$ cat config.mk
export PLATFORM = sky130hd
export DESIGN_NAME = bus_ctrl
export DESIGN_NICKNAME = d
export VERILOG_FILES = /design/src/rtl/bus_pkg.sv /design/src/rtl/bus_addr_decoder.sv /design/src/rtl/bus_ctrl.sv
export SDC_FILE = /design/constraint.sdc
export NUM_CORES = 1
export LEC_CHECK = 0
export ABC_AREA = 1
export CORE_MARGIN = 2
export CORE_UTILIZATION = 23
export DETAILED_ROUTE_END_ITERATION = 16
export GPL_ROUTABILITY_DRIVEN = 0
export PLACE_DENSITY = 0.86
export SLEW_MARGIN = 20
export SYNTH_ARGS = -nofsm -noshare
export SYNTH_HDL_FRONTEND = slang
export SYNTH_SLANG_ARGS = --single-unit
$ cat constraint.sdc
create_clock -name clk -period 1.55 [get_ports clk]
set_input_delay 0.31 -clock clk [delete_from_list [all_inputs] [get_ports clk]]
set_output_delay 0.31 -clock clk [all_outputs]
set_load 0.005 [all_outputs]
$ cat src/rtl/bus_pkg.sv
`default_nettype none
// +--------------------------------------------------------------------+
// | bus_pkg : shared arbiter states, slave address map, read-sel order  |
// | Revision: 1.0                                                      |
// +--------------------------------------------------------------------+
package bus_pkg;

  typedef enum logic [0:0] {
    GNT_M0 = 1'b0,
    GNT_M1 = 1'b1
  } arb_state_t;

  localparam int NUM_SLV     = 4;
  localparam int REGION_SIZE = 2048;
  localparam int REGION_LSB  = $clog2(REGION_SIZE);

  localparam logic [31:0] S0_BASE = 32'h0000_0000;
  localparam logic [31:0] S1_BASE = 32'h0000_0800;
  localparam logic [31:0] S2_BASE = 32'h0000_1000;
  localparam logic [31:0] S3_BASE = 32'h0000_1800;

  // rdata_sel is ordered {S0,S1,S2,S3}, so S0 occupies the MSB
  localparam int RSEL_S0 = 3;
  localparam int RSEL_S1 = 2;
  localparam int RSEL_S2 = 1;
  localparam int RSEL_S3 = 0;

  function automatic logic [31:0] slv_base(input int idx);
    case (idx)
      0:       return S0_BASE;
      1:       return S1_BASE;
      2:       return S2_BASE;
      default: return S3_BASE;
    endcase
  endfunction

endpackage
`default_nettype wire

$ cat src/rtl/bus_addr_decoder.sv
`default_nettype none
// +--------------------------------------------------------------------+
// | bus_addr_decoder : combinational region decode, page bits -> 1-hot |
// | Revision: 1.0                                                      |
// +--------------------------------------------------------------------+
module bus_addr_decoder
  import bus_pkg::*;
#(
  parameter int ADDR_W = 16
) (
  input  logic [ADDR_W-1:REGION_LSB] addr_hi,
  input  logic                       valid,
  output logic [NUM_SLV-1:0]         sel
);

  localparam int PAGE_W = ADDR_W - REGION_LSB;

  // Every bit above the region offset must match, so out-of-map pages select nothing
  for (genvar i = 0; i < NUM_SLV; i++) begin : g_slave
    localparam logic [PAGE_W-1:0] PAGE = PAGE_W'(slv_base(i) >> REGION_LSB);
    assign sel[i] = valid && (addr_hi == PAGE);
  end

endmodule
`default_nettype wire

$ cat src/rtl/bus_ctrl.sv
`default_nettype none
// +--------------------------------------------------------------------+
// | bus_ctrl : 2-master arbiter, write-path mux, slave decode and      |
// |            registered read-mux select. Option: BUS_CTRL_FAIR_EN    |
// | Revision: 1.0                                                      |
// +--------------------------------------------------------------------+
module bus_ctrl
  import bus_pkg::*;
#(
  parameter int ADDR_W     = 16,
  parameter int DATA_W     = 32,
  parameter int FAIR_LIMIT = 16
) (
  input  logic              clk,
  input  logic              reset_n,
  input  logic              m0_req,
  input  logic              m1_req,
  input  logic              m0_wr,
  input  logic              m1_wr,
  input  logic [ADDR_W-1:0] m0_addr,
  input  logic [ADDR_W-1:0] m1_addr,
  input  logic [DATA_W-1:0] m0_wdata,
  input  logic [DATA_W-1:0] m1_wdata,
  output logic              m0_grant,
  output logic              m1_grant,
  output logic [ADDR_W-1:0] s_addr,
  output logic              s_wr,
  output logic [DATA_W-1:0] s_wdata,
  output logic              s0_sel,
  output logic              s1_sel,
  output logic              s2_sel,
  output logic              s3_sel,
  output logic [3:0]        rdata_sel
);

  arb_state_t         r_state;
  arb_state_t         w_state_nxt;
  logic               w_fair_hit;
  logic               w_gnt_req;
  logic               w_gnt_wr;
  logic [NUM_SLV-1:0] w_sel;
  logic [3:0]         w_rsel_nxt;
  logic [3:0]         r_rdata_sel;

`ifdef BUS_CTRL_FAIR_EN
  localparam int               CNT_W   = (FAIR_LIMIT > 2) ? $clog2(FAIR_LIMIT) : 1;
  localparam logic [CNT_W-1:0] CNT_MAX = CNT_W'(FAIR_LIMIT - 1);

  logic             w_contested;
  logic [CNT_W-1:0] r_fair_cnt;

  assign w_contested = m0_req && m1_req;
  assign w_fair_hit  = w_contested && (r_fair_cnt == CNT_MAX);

  always_ff @(posedge clk or negedge reset_n) begin
    if (!reset_n) begin
      r_fair_cnt <= '0;
    end else if ((w_state_nxt != r_state) || !w_contested) begin
      r_fair_cnt <= '0;
    end else begin
      r_fair_cnt <= r_fair_cnt + 1'b1;
    end
  end
`else
  // No limit compiled in: never forces a handover
  assign w_fair_hit = (FAIR_LIMIT < 0);
`endif

  always_ff @(posedge clk or negedge reset_n) begin
    if (!reset_n) begin
      r_state <= GNT_M0;
    end else begin
      r_state <= w_state_nxt;
    end
  end

  always_comb begin
    w_state_nxt = r_state;
    case (r_state)
      GNT_M0:  if ((!m0_req && m1_req) || w_fair_hit) w_state_nxt = GNT_M1;
      GNT_M1:  if (!m1_req || w_fair_hit)             w_state_nxt = GNT_M0;
      default: w_state_nxt = GNT_M0;
    endcase
  end

  assign m0_grant = (r_state == GNT_M0);
  assign m1_grant = (r_state == GNT_M1);

  assign w_gnt_req = m1_grant ? m1_req   : m0_req;
  assign w_gnt_wr  = m1_grant ? m1_wr    : m0_wr;
  assign s_addr    = m1_grant ? m1_addr  : m0_addr;
  assign s_wdata   = m1_grant ? m1_wdata : m0_wdata;
  assign s_wr      = w_gnt_wr & w_gnt_req;

  bus_addr_decoder #(
    .ADDR_W (ADDR_W)
  ) u_dec (
    .addr_hi (s_addr[ADDR_W-1:REGION_LSB]),
    .valid   (w_gnt_req),
    .sel     (w_sel)
  );

  assign s0_sel = w_sel[0];
  assign s1_sel = w_sel[1];
  assign s2_sel = w_sel[2];
  assign s3_sel = w_sel[3];

  // Only reads open a data phase; writes, idle and unmapped cycles park the mux
  always_comb begin
    w_rsel_nxt          = '0;
    w_rsel_nxt[RSEL_S0] = w_sel[0] & ~s_wr;
    w_rsel_nxt[RSEL_S1] = w_sel[1] & ~s_wr;
    w_rsel_nxt[RSEL_S2] = w_sel[2] & ~s_wr;
    w_rsel_nxt[RSEL_S3] = w_sel[3] & ~s_wr;
  end

  always_ff @(posedge clk or negedge reset_n) begin
    if (!reset_n) begin
      r_rdata_sel <= '0;
    end else begin
      r_rdata_sel <= w_rsel_nxt;
    end
  end

  assign rdata_sel = r_rdata_sel;

endmodule
`default_nettype wire

; Word-level counts from Yosys, hierarchy flattened
; Index checks and enable logic that the tools add are counted.
[totals]
ff_bits = 5
inputBits = 102
output_inout_bits = 59
wordCells = 26
[op_classes]
eq_ne = 3
n_mux = 7
bitwise_logic = 7
reduce_logical = 7
[ops]
columns = op, count
row1 = $mux 32, 1
row2 = $mux 16, 1
row3 = $eq 5x2->1 const B, 2
row4 = $and 1x1->1, 5
row5 = $eq 5x1->1 const B, 1
row6 = $logic_and 1x1->1, 5
row7 = $logic_not 5->1, 1
row8 = $mux 1, 4
row9 = $not 1->1, 2
row10 = $pmux 1 s2, 1
row11 = $logic_not 1->1, 1

; Logic depth before layout (Yosys ltp)
[logic_depth]
word_depth = 4
ltp_mapped = 8

; Hierarchy
; A second synthesis with hierarchy kept.
[unflattened]
hier_cells = 192
hier_area_um2 = 897.1
[modules_own_cells]
columns = module, instances, cells_per_inst, area_each_um2, seq_area_each_um2
row1 = bus_ctrl, 1, 178, 837.1, 125.1
row2 = bus_addr_decoder, 1, 14, 60.1, 0.0

; Worst setup path after synthesis
; No wires, ideal clock.
[synth_path]
path_kind = reg-to-output
start = reg r_state, in the netlist m1_grant
end = out s_wr
arrival_ps = 1014
path_slack_ps = 226
path_stages_with_launch = 8
cell_sequence = dfrtp_1 > buf_6 > inv_6 > buf_6 > nand2_1 > nand2_2 > nand2_1 > inv_1
[synth_via]
elab_chain_cells = 2
[synth_lines]
columns = item, line_no
row1 = "start, declared", bus_ctrl.sv:36  ; arb_state_t r_state;
row2 = "start signal, assigned", bus_ctrl.sv:73  ; r_state <= w_state_nxt;
row3 = "$mux 1, on equally long branches", "bus_ctrl.sv:90, bus_ctrl.sv:89"
row4 = $and 1x1->1 (*), bus_ctrl.sv:93  ; assign s_wr = w_gnt_wr & w_gnt_req;
row5 = "end, declared", bus_ctrl.sv:27  ; output logic s_wr,
; Mark *: on every way between the ends. The rest lies on a longest branch, timed or not.

; Final worst setup path
[layout_path]
start = reg r_state, in the netlist m1_grant
end = out s3_sel
[layout_via]
elab_chain_cells = 3
[layout_lines]
columns = item, line_no
row1 = $mux 16, bus_ctrl.sv:91  ; assign s_addr = m1_grant ? m1_addr : m0_addr;
row2 = $eq 5x2->1, bus_addr_decoder.sv:21  ; assign sel[i] = valid && (addr_hi == PAGE);
row3 = $logic_and 1x1->1 (*), bus_addr_decoder.sv:21
row4 = "end, declared", bus_ctrl.sv:32  ; output logic s3_sel,
; Marks and branches as above.

==> flow_summary.toml <==
[outcome]
status = "finished, violations left"
failed_checks = "setup timing"

[setup_path]
worst_ep_arrival_time_ns = 1.69
worstPathRequired_ns = 1.24
r2r_cells = 12
critPathMaxFanout = 5
cp-start-kind = "flop"
worstSetupEndpointType = "output pin"
criticalPathCategory = "reg2out"
r2r_slack_ns = -0.25
r2r_end = "rdata_sel[3]"
reg2reg_from = "m1_grant"

[synth]
netlist_area_mm2 = 0.00101
synth_cells = 199
synth-seq-area-share = 0.124
synth_common_cells = "nand2_1 (148), inv_1 (9), nand2_2 (8)"
synth_enable_flop_cells = 0
yosysTopAreaCellShare = 0.551
synth-main-ff-cell = "dfrtp_1"
ys_seq_elements = 5
yosysMostFrequentCell = "nand2_1"
ys_warn_count = 0
synth_top_cell_by_area = "nand2_1"
synth.area.top_cells = "nand2_1 (55%), dfrtp_1 (12%), nand2_2 (5.0%), nand3_2 (4.0%), inv_1 (3.3%)"
yosysUniqueCellTypes = 15
synthArstFlopShare = 1.00
synth_area_per_cell_um2 = 5.07
mappedNetlistNets = 301

[timing]
worstMarginPinSlew_ns = 0.273
fmax_mhz = 499
period_share = 1.29
grt_setup_unrepaired = "yes"
report.final.hold_viol_count = 0
slew_headroom = 0.817
setup_slack_ns = -0.454
drv_slew = 0
setup_violations = 57
whs_ns = 0.313
finalSetupTns_ns = -13.99
period_minus_slack_ns = 2.00
skew_ns = 0.00310

[clock_network]
clk_pin_slew_worst_paths_ns = 0.04
clk_latency_ns = 0.24
cts_sinks = 5
cts_tree = "yes"
cts_buffer_depth = 2
root_buffer = "clkbuf_8"
cts_inserted_buffers = 3
htreeDepth = 1

[drt]
routed_wirelength_um = 9000
drc = 0
vias = 2352
viasPerCell = 4.92
wl_per_cell_um = 18.8
drt.antenna.violating_nets = 0
dr.pass1.iters = 4
first_iter_violations = 103

[floorplanning]
die_y_um = 70.2
dieArea_mm2 = 0.00493
core_area_mm2 = 0.00429
die_x_um = 70.2
pin_count = 161
initial_core_util = 0.235
core.rowCount = 24

[power_and_ir_drop]
p_int_mw = 1.07
clock_power_share = 0.159
p_switching_mw = 0.619
p_leak_nw = 2.00
swShare = 0.366
comb_power_share = 0.759
peakVddDrop_mv = 0.259
power_density_mw_per_mm2 = 444
pwr-share-seq = 0.082

[placed_design]
numPlacedInstances = 415
dp_hpwl_um = 4040
port_buffers = 160
post-place-ws_ns = -0.510

[grt]
track_usage = 0.308
antenna_found_initial = 0
grt_first_pass_wirelength_um = 11800
grt_pass1_vias = 2435
grt_max_degree = 9
grt-ovfl-total = 0

[layout]
area_delta_synth_final_pct = 278
fillers = 198
fin_util = 0.889
final_nets = 529
diodes = 0
final_cell_count_no_fill = 478
drive_above_1_share = 0.575

[job]
drv_cap = 0

[hold_path]
min_path_type = "in2async"
## layer usage
layer	wire, µm	part of all wire	GRT usage
met3	633	0.070	0.0577
met2	4870	0.54	0.605
met1	3030	0.34	0.317
met5	0	0	0
met4	466	0.052	0.113
## power by group through the flow
stage | registers, mW | logic, mW | clock network (mW)
2_1_floorplan | 0.138 | 0.259 | 0
3_3_place_gp | 0.140 | 0.799 | 0
3_5_place_dp | 0.140 | 0.812 | 0
4_1_cts | 0.137 | 1.13 | 0.253
5_1_grt | 0.138 | 1.35 | 0.285
6_report | 0.138 | 1.28 | 0.270
## critical path, stage by stage (launching register included)
cell and delay (ns):
dfrtp_2 0.44, buf_6 0.15, buf_16 0.13, buf_6 0.12
buf_6 0.12, nand2_4 0.06, nand2_4 0.06, nand2_2 0.08
inv_2 0.05, nand3_2 0.08, inv_2 0.05, buf_2 0.12
## layout by cell type, fill, tap and decap left out, types with 3 or more instances in the layout
cell | synthesis | final
nor2_4 | 1 | 5
inv_2 | 2 | 4
clkdlybuf4s50_1 | 0 | 105
dfrtp_1 | 5 | 4
nand2_2 | 8 | 66
buf_4 | 4 | 19
nand2_1 | 148 | 64
buf_12 | 0 | 13
nand2_4 | 3 | 29
buf_8 | 0 | 5
buf_2 | 4 | 39
buf_6 | 3 | 46
buf_16 | 0 | 5
inv_1 | 9 | 6
clkbuf_8 | 0 | 3
## stage by stage
stage / power [mW] / cell area [µm²]
after floorplan: 0.397 / 1010
after global placement: 0.939 / 2720
after detailed placement: 0.953 / 2720
after CTS: 1.52 / 3570
after global routing: 1.77 / 3820
final: 1.69 / 3820
## logic make-up (layout without fill, tap and decap cells)
group,after synthesis,in the layout,synth area share
compound gates,1,1,0.00745
buf+inv,23,250,0.133
flops,5,5,0.124
simple gates,170,170,0.736
## final cells by class
class,instances,area [µm²],area share
multi-input cells,171,1120,0.295
repair inverters,1,6.26,0.00164
flip-flops and latches,5,126,0.0331
repair buffers,233,2380,0.625
inverters,12,63.8,0.0167
well taps,52,65.1,0.0170
clock buffers,4,45.0,0.0118
## worst max path at each step
stage | end | startpoint | cells after the start | slack, ns
after detailed placement | s1_sel | m0_addr[11] | 8 | -0.51
after floorplan | s_wr | m1_grant | 7 | 0.23
final | s3_sel | m1_grant | 11 | -0.45
after CTS | s0_sel | m1_grant | 10 | -0.37
after global routing | s2_sel | m1_grant | 11 | -0.49
after global placement | s1_sel | m0_addr[11] | 8 | -0.46
## what timing repair did
action / 4_1_cts / 5_1_grt
hold buffers: 0 / 0
setup endpoints to repair: 55 / 59
buffers inserted: 54 / 12
cloned: 7 / 0
gates resized for setup: 340 / 85
pin swaps: 33 / 30
## registers in the layout, summed over array words and instances (netlist names)
signal and cells:
m1_grant 1, rdata_sel 4
(Power assumes the default switching activity.)
